<file path="src/rtl/inst_fetch.sv">
// Instruction fetch stage: owns the PC, fetches words over a req/ack
// handshake and hands instructions to decode through a registered output
// backed by a one-entry skid buffer. Redirects squash wrong-path fetches.
module inst_fetch #(
   parameter logic [31:0] RESET_PC = 32'h0000_0000,
   parameter logic [31:0] NOP_INST = 32'h0000_0013
) (
   input  logic        clk,
   input  logic        rst,
   output logic        imemReq,
   output logic [31:0] imemAddr,
   input  logic        imemAck,
   input  logic [31:0] imemData,
   input  logic        stall,
   input  logic        branchEn,
   input  logic [31:0] branchTarget,
   output logic        instValid,
   output logic [31:0] inst,
   output logic [31:0] instPc,
   output logic [31:0] pcPlus4,
   output logic        misalignErr
);

   localparam logic [31:0] PC_STEP = 32'd4;

   typedef enum logic [1:0] {
      IDLE  = 2'd0,
      REQ   = 2'd1,
      DRAIN = 2'd2,
      HOLD  = 2'd3
   } state_t;

   state_t      state, state_nxt;
   logic [31:0] pc, pc_nxt;
   logic [31:0] req_addr_nxt;
   logic        req_nxt;
   logic        out_valid_nxt;
   logic [31:0] out_inst_nxt, out_pc_nxt;
   logic        skid_valid, skid_valid_nxt;
   logic [31:0] skid_inst, skid_inst_nxt;
   logic [31:0] skid_pc, skid_pc_nxt;
   logic        squash, squash_nxt;
   logic        misalign_nxt;
   logic        out_free_c;

   // Output register can take a new word when empty or being consumed now
   assign out_free_c = !instValid || !stall;

   // Next-state, fetch sequencing, delivery and redirect handling
   always_comb begin
      state_nxt      = state;
      pc_nxt         = pc;
      req_addr_nxt   = imemAddr;
      out_valid_nxt  = instValid;
      out_inst_nxt   = inst;
      out_pc_nxt     = instPc;
      skid_valid_nxt = skid_valid;
      skid_inst_nxt  = skid_inst;
      skid_pc_nxt    = skid_pc;
      squash_nxt     = squash;
      misalign_nxt   = 1'b0;

      if (branchEn) begin
         // Redirect wins over everything; any same-cycle ack data is dropped
         pc_nxt         = {branchTarget[31:2], 2'b00};
         out_valid_nxt  = 1'b0;
         out_inst_nxt   = NOP_INST;
         skid_valid_nxt = 1'b0;
         misalign_nxt   = (branchTarget[1:0] != 2'b00);
         if (imemReq && !imemAck) begin
            squash_nxt = 1'b1;
            state_nxt  = DRAIN;
         end else begin
            squash_nxt   = 1'b0;
            state_nxt    = REQ;
            req_addr_nxt = {branchTarget[31:2], 2'b00};
         end
      end else begin
         if (out_free_c) begin
            if (skid_valid) begin
               out_valid_nxt  = 1'b1;
               out_inst_nxt   = skid_inst;
               out_pc_nxt     = skid_pc;
               skid_valid_nxt = 1'b0;
            end else begin
               out_valid_nxt = 1'b0;
               out_inst_nxt  = NOP_INST;
            end
         end

         case (state)
            IDLE: begin
               state_nxt    = REQ;
               req_addr_nxt = pc;
            end
            REQ: begin
               if (imemAck && !squash) begin
                  pc_nxt = pc + PC_STEP;
                  if (out_free_c && !skid_valid) begin
                     out_valid_nxt = 1'b1;
                     out_inst_nxt  = imemData;
                     out_pc_nxt    = imemAddr;
                     state_nxt     = REQ;
                     req_addr_nxt  = pc + PC_STEP;
                  end else begin
                     skid_valid_nxt = 1'b1;
                     skid_inst_nxt  = imemData;
                     skid_pc_nxt    = imemAddr;
                     state_nxt      = HOLD;
                  end
               end
            end
            HOLD: begin
               if (!skid_valid || out_free_c) begin
                  state_nxt    = REQ;
                  req_addr_nxt = pc;
               end
            end
            DRAIN: begin
               if (imemAck) begin
                  squash_nxt   = 1'b0;
                  state_nxt    = REQ;
                  req_addr_nxt = pc;
               end
            end
            default: state_nxt = IDLE;
         endcase
      end

      req_nxt    = (state_nxt == REQ) || (state_nxt == DRAIN);
      out_pc_nxt = out_pc_nxt;
   end

   // State, PC, request and buffer registers
   always_ff @(posedge clk or negedge rst) begin
      if (!rst) begin
         state       <= IDLE;
         pc          <= RESET_PC;
         imemAddr    <= RESET_PC;
         imemReq     <= 1'b0;
         instValid   <= 1'b0;
         inst        <= NOP_INST;
         instPc      <= 32'h0000_0000;
         pcPlus4     <= 32'h0000_0004;
         skid_valid  <= 1'b0;
         skid_inst   <= NOP_INST;
         skid_pc     <= 32'h0000_0000;
         squash      <= 1'b0;
         misalignErr <= 1'b0;
      end else begin
         state       <= state_nxt;
         pc          <= pc_nxt;
         imemAddr    <= req_addr_nxt;
         imemReq     <= req_nxt;
         instValid   <= out_valid_nxt;
         inst        <= out_inst_nxt;
         instPc      <= out_pc_nxt;
         pcPlus4     <= out_pc_nxt + PC_STEP;
         skid_valid  <= skid_valid_nxt;
         skid_inst   <= skid_inst_nxt;
         skid_pc     <= skid_pc_nxt;
         squash      <= squash_nxt;
         misalignErr <= misalign_nxt;
      end
   end

endmodule
</file>
<file path="config.mk">
export PLATFORM = sky130hd
export DESIGN_NAME = inst_fetch
export DESIGN_NICKNAME = d
export VERILOG_FILES = /design/src/rtl/inst_fetch.sv
export SDC_FILE = /design/constraint.sdc
export NUM_CORES = 1
export LEC_CHECK = 0
export ABC_CLOCK_PERIOD_IN_PS = 8200
export CAP_MARGIN = 25
export CORE_ASPECT_RATIO = 1.75
export CORE_UTILIZATION = 46
export DETAILED_ROUTE_END_ITERATION = 10
export GPL_TIMING_DRIVEN = 0
export PLACE_DENSITY = 0.74
export SLEW_MARGIN = 20
export SYNTH_ARGS = -nofsm -noshare
export SYNTH_HDL_FRONTEND = slang
export SYNTH_SLANG_ARGS = --single-unit
</file>
<file path="constraint.sdc">
create_clock -name clk -period 8.2 [get_ports clk]
set_input_delay 1.64 -clock clk [delete_from_list [all_inputs] [get_ports clk]]
set_output_delay 1.64 -clock clk [all_outputs]
set_load 0.01 [all_outputs]
</file>
==> impl_metrics.py <==
metrics = {
    "grt": {
        "grt_use_total_pct": 27.7,
        "grt_start_max_net_pins": 88,
        "globalRouteOverflowTotal": 0,
        "grt_pass1_wl_mm": 53.1,
        "first_global_vias": 9480,
        "grt_antenna_before_repair": 0,
    },
    "route": {
        "wl_mm": 33.7,
        "drtIter0Drc": 627,
        "vias_per_cell": 5.75,
        "routedWlPerCell_um": 21.0,
        "drc": 0,
        "first_pass_iters": 6,
        "antenna_left": 0,
        "vias": 9233,
    },
    "floorplanning": {
        "core_mm2": 0.0238,
        "start_util_pct": 46.8,
        "dieHeight_um": 208,
        "die_w_um": 120,
        "top_level_ports": 200,
        "rows": 75,
        "die_area_mm2": 0.0249,
    },
    "clocking": {
        "htree_levels": 1,
        "clock_latency_ps": 520,
        "cts_buffer_depth": 3,
        "cts_tree": "built",
        "clkSinkCount": 225,
        "post_cts_resized": 0,
        "cts_made_buffers": 22,
        "cts_root_buf": "clkbuf_16",
        "clkTransAtPathRegs_ps": 60,
        "post_cts_buffers": 0,
        "hold_buffers": 0,
    },
    "sta": {
        "rsz0062_at_grt": "no",
        "setup_viol": 0,
        "tightest_slew_ps": 801,
        "slew_viol_final": 0,
        "min_period_ps": 4580,
        "hold_slack_ps": 504,
        "period_share_pct": 55.9,
        "finalHoldViolations": 0,
        "finClkSkew_ps": 18.6,
        "timing.slew.headroom_pct": 46.6,
        "timing.final.ws_setup_ps": 3620,
        "clock.fmax_ghz": 0.218,
    },
    "worst_setup_path": {
        "cp_data_required_time_ps": 8610,
        "worst_setup_path_end_kind": "flip-flop",
        "worstSetupPathType": "in2reg",
        "cpMostUsedCell": "buf_2",
        "path_max_fanout": 10,
        "max_stage_delay_ps": 540,
        "start_kind": "primary input",
        "crit_arrival_ps": 5000,
        "slowest_stage": "clkdlybuf4s50_1",
        "cp_cell_sequence": "clkdlybuf4s50_1 -> buf_2 -> a21oi_4 -> buf_2 -> buf_2 -> o22ai_1 -> a21o_1 -> inv_1 -> ha_1 -> and4_1 -> buf_4 -> and4bb_4 -> nand2b_1 -> xnor2_1",
    },
    "yosys": {
        "synthCells": 1058,
        "synth-seq-cells": 225,
        "ys_seq_area_share_pct": 50.6,
        "syn_avg_cell_area_um2": 10.5,
        "synth_flop_cell": "dfrtp_1",
        "syn_nets": 1129,
        "synthMuxAreaShare_pct": 11.1,
        "synth_top_family_by_area": "simple AND/OR/NAND/NOR gates",
        "synth_warnings": 0,
        "synth-compound-area-share_pct": 12.1,
        "synthAdderAreaFrac_pct": 0.225,
        "synth-simple-area-share_pct": 15.7,
        "post_synth_xor_area_fraction_pct": 6.05,
        "synth.distinct_cells": 55,
        "synth_area_mm2": 0.0111,
        "synth_edf_count": 0,
        "synthArstFlopShare_pct": 100,
    },
    "placed_design": {
        "placed_cells": 1567,
        "post-dp-hpwl_mm": 25.3,
        "io_buffer_count": 199,
        "pre_cts_slack_ps": 3150,
        "gp_congestion": 0.939,
    },
    "layout": {
        "nNetsFinal": 1354,
        "fin_cells": 1607,
        "antenna_cells": 0,
        "mostFrequentLayoutCells": "218 x dfrtp_1, 198 x clkdlybuf4s50_1, 90 x nor2_1",
        "synthToLayoutAreaGrowth_pct": 28.8,
        "final_common_cell": "dfrtp_1",
        "layout-drive-gt1-share_pct": 14.3,
    },
    "power": {
        "p_leak_uw": 0.00623,
        "p_per_area_mw_per_mm2": 218,
        "max-vdd-ir-drop_mv": 0.173,
        "total_power_uw": 3130,
    },
    "run": {
        "maxCapViolations": 0,
    },
    "min_path": {
        "worstHoldPathType": "reg2reg",
    },
    "outcome": {
        "status": "completed",
    },
}
==> worst max-delay path, delay by kind of cell <==
kind,cells,cell delay [ps]
compound gates,3,650
xor+xnor,1,230
buf+inv,6,1660
simple gates,3,590
fa+ha+maj,1,220
==> path summary, 6_finish.rpt <==
path	endpoint	cells after the start	slack, ps	startpoint
setup / recovery	pcPlus4[20]$_DFF_PN0_	14	3620	stall
hold reg to reg	skid_pc[8]$_DFFE_PN0P_	1	500	skid_pc[8]$_DFFE_PN0P_
hold / removal	skid_pc[8]$_DFFE_PN0P_	1	500	skid_pc[8]$_DFFE_PN0P_
setup reg to reg	pcPlus4[20]$_DFF_PN0_	13	4770	instValid$_DFF_PN0_
max in group asynchronous	pc[20]$_DFFE_PN0P_	3	5910	rst
min in group asynchronous	pcPlus4[27]$_DFF_PN0_	1	1130	rst
==> cells in the mapped netlist (17+ instances only) <==
| master | instances | area, µm² |
|---|---|---|
| a211o_1 | 22 | 193 |
| a211oi_1 | 33 | 248 |
| and3_1 | 42 | 263 |
| buf_2 | 27 | 135 |
| clkbuf_1 | 45 | 169 |
| dfrtp_1 | 218 | 5460 |
| inv_1 | 17 | 63.8 |
| mux2_2 | 79 | 890 |
| mux2i_1 | 35 | 350 |
| nand2_1 | 82 | 308 |
| nand3_1 | 36 | 180 |
| nand4_1 | 17 | 106 |
| nor2_1 | 90 | 338 |
| nor3_1 | 54 | 270 |
| o21ai_0 | 39 | 195 |
| xnor2_1 | 52 | 455 |
| xor2_1 | 25 | 219 |
==> state kept, by name, indices dropped and copies added, names as in the netlist <==
register     flops
skid_inst       32
squash           1
instPc          30
pcPlus4         32
skid_pc         31
imemAddr        31
imemReq          1
skid_valid       1
inst            32
pc              30
state            2
misalignErr      1
instValid        1
==> cell type report <==
class / count / area, µm²
multi-input combinational: 732 / 5050
tap: 308 / 385
fill: 2042 / 9480
clock inverter: 9 / 136
timing repair buffer: 201 / 2050
buffer: 82 / 395
inverter: 19 / 71.3
clock buffer: 31 / 634
sequential: 225 / 5640
==> report_power, final <==
| part | leakage, µW | switching (µW) | total [µW] | internal, µW |
|---|---|---|---|---|
| combinational | 0.00298 | 315 | 654 | 339 |
| clock | 0.000373 | 448 | 1080 | 637 |
| sequential | 0.00288 | 130 | 1390 | 1260 |
| total | 0.00623 | 893 | 3130 | 2230 |
==> stage by stage <==
| step | TNS [ps] | cell area [µm²] | utilization [%] |
|---|---|---|---|
| global route | 0 | 14400 | 60.2 |
| floorplan | 0 | 11100 | - |
| detailed placement | 0 | 13600 | 57.0 |
| finish | 0 | 14400 | 60.2 |
| global placement | -880110 | 13500 | 56.7 |
| CTS | 0 | 14400 | 60.2 |
==> routing by layer <==
metal  share of wire [%]  track usage (%)  wire [µm]  vias to the layer above
li1                    -                -          -                     4230
met1                  35             29.9      11700                     4552
met2                  54             50.5      18100                      356
met3                 6.1             4.55       2060                       95
met4                 5.5             15.2       1860                        0
met5                   0                0          0                        -
==> cell families after synthesis <==
kind of cell | after synthesis
simple gates | 358
flops | 225
compound gates | 181
mux | 114
buf+inv | 101
xor+xnor | 77
fa+ha+maj | 2
(Power assumes the default switching activity.)
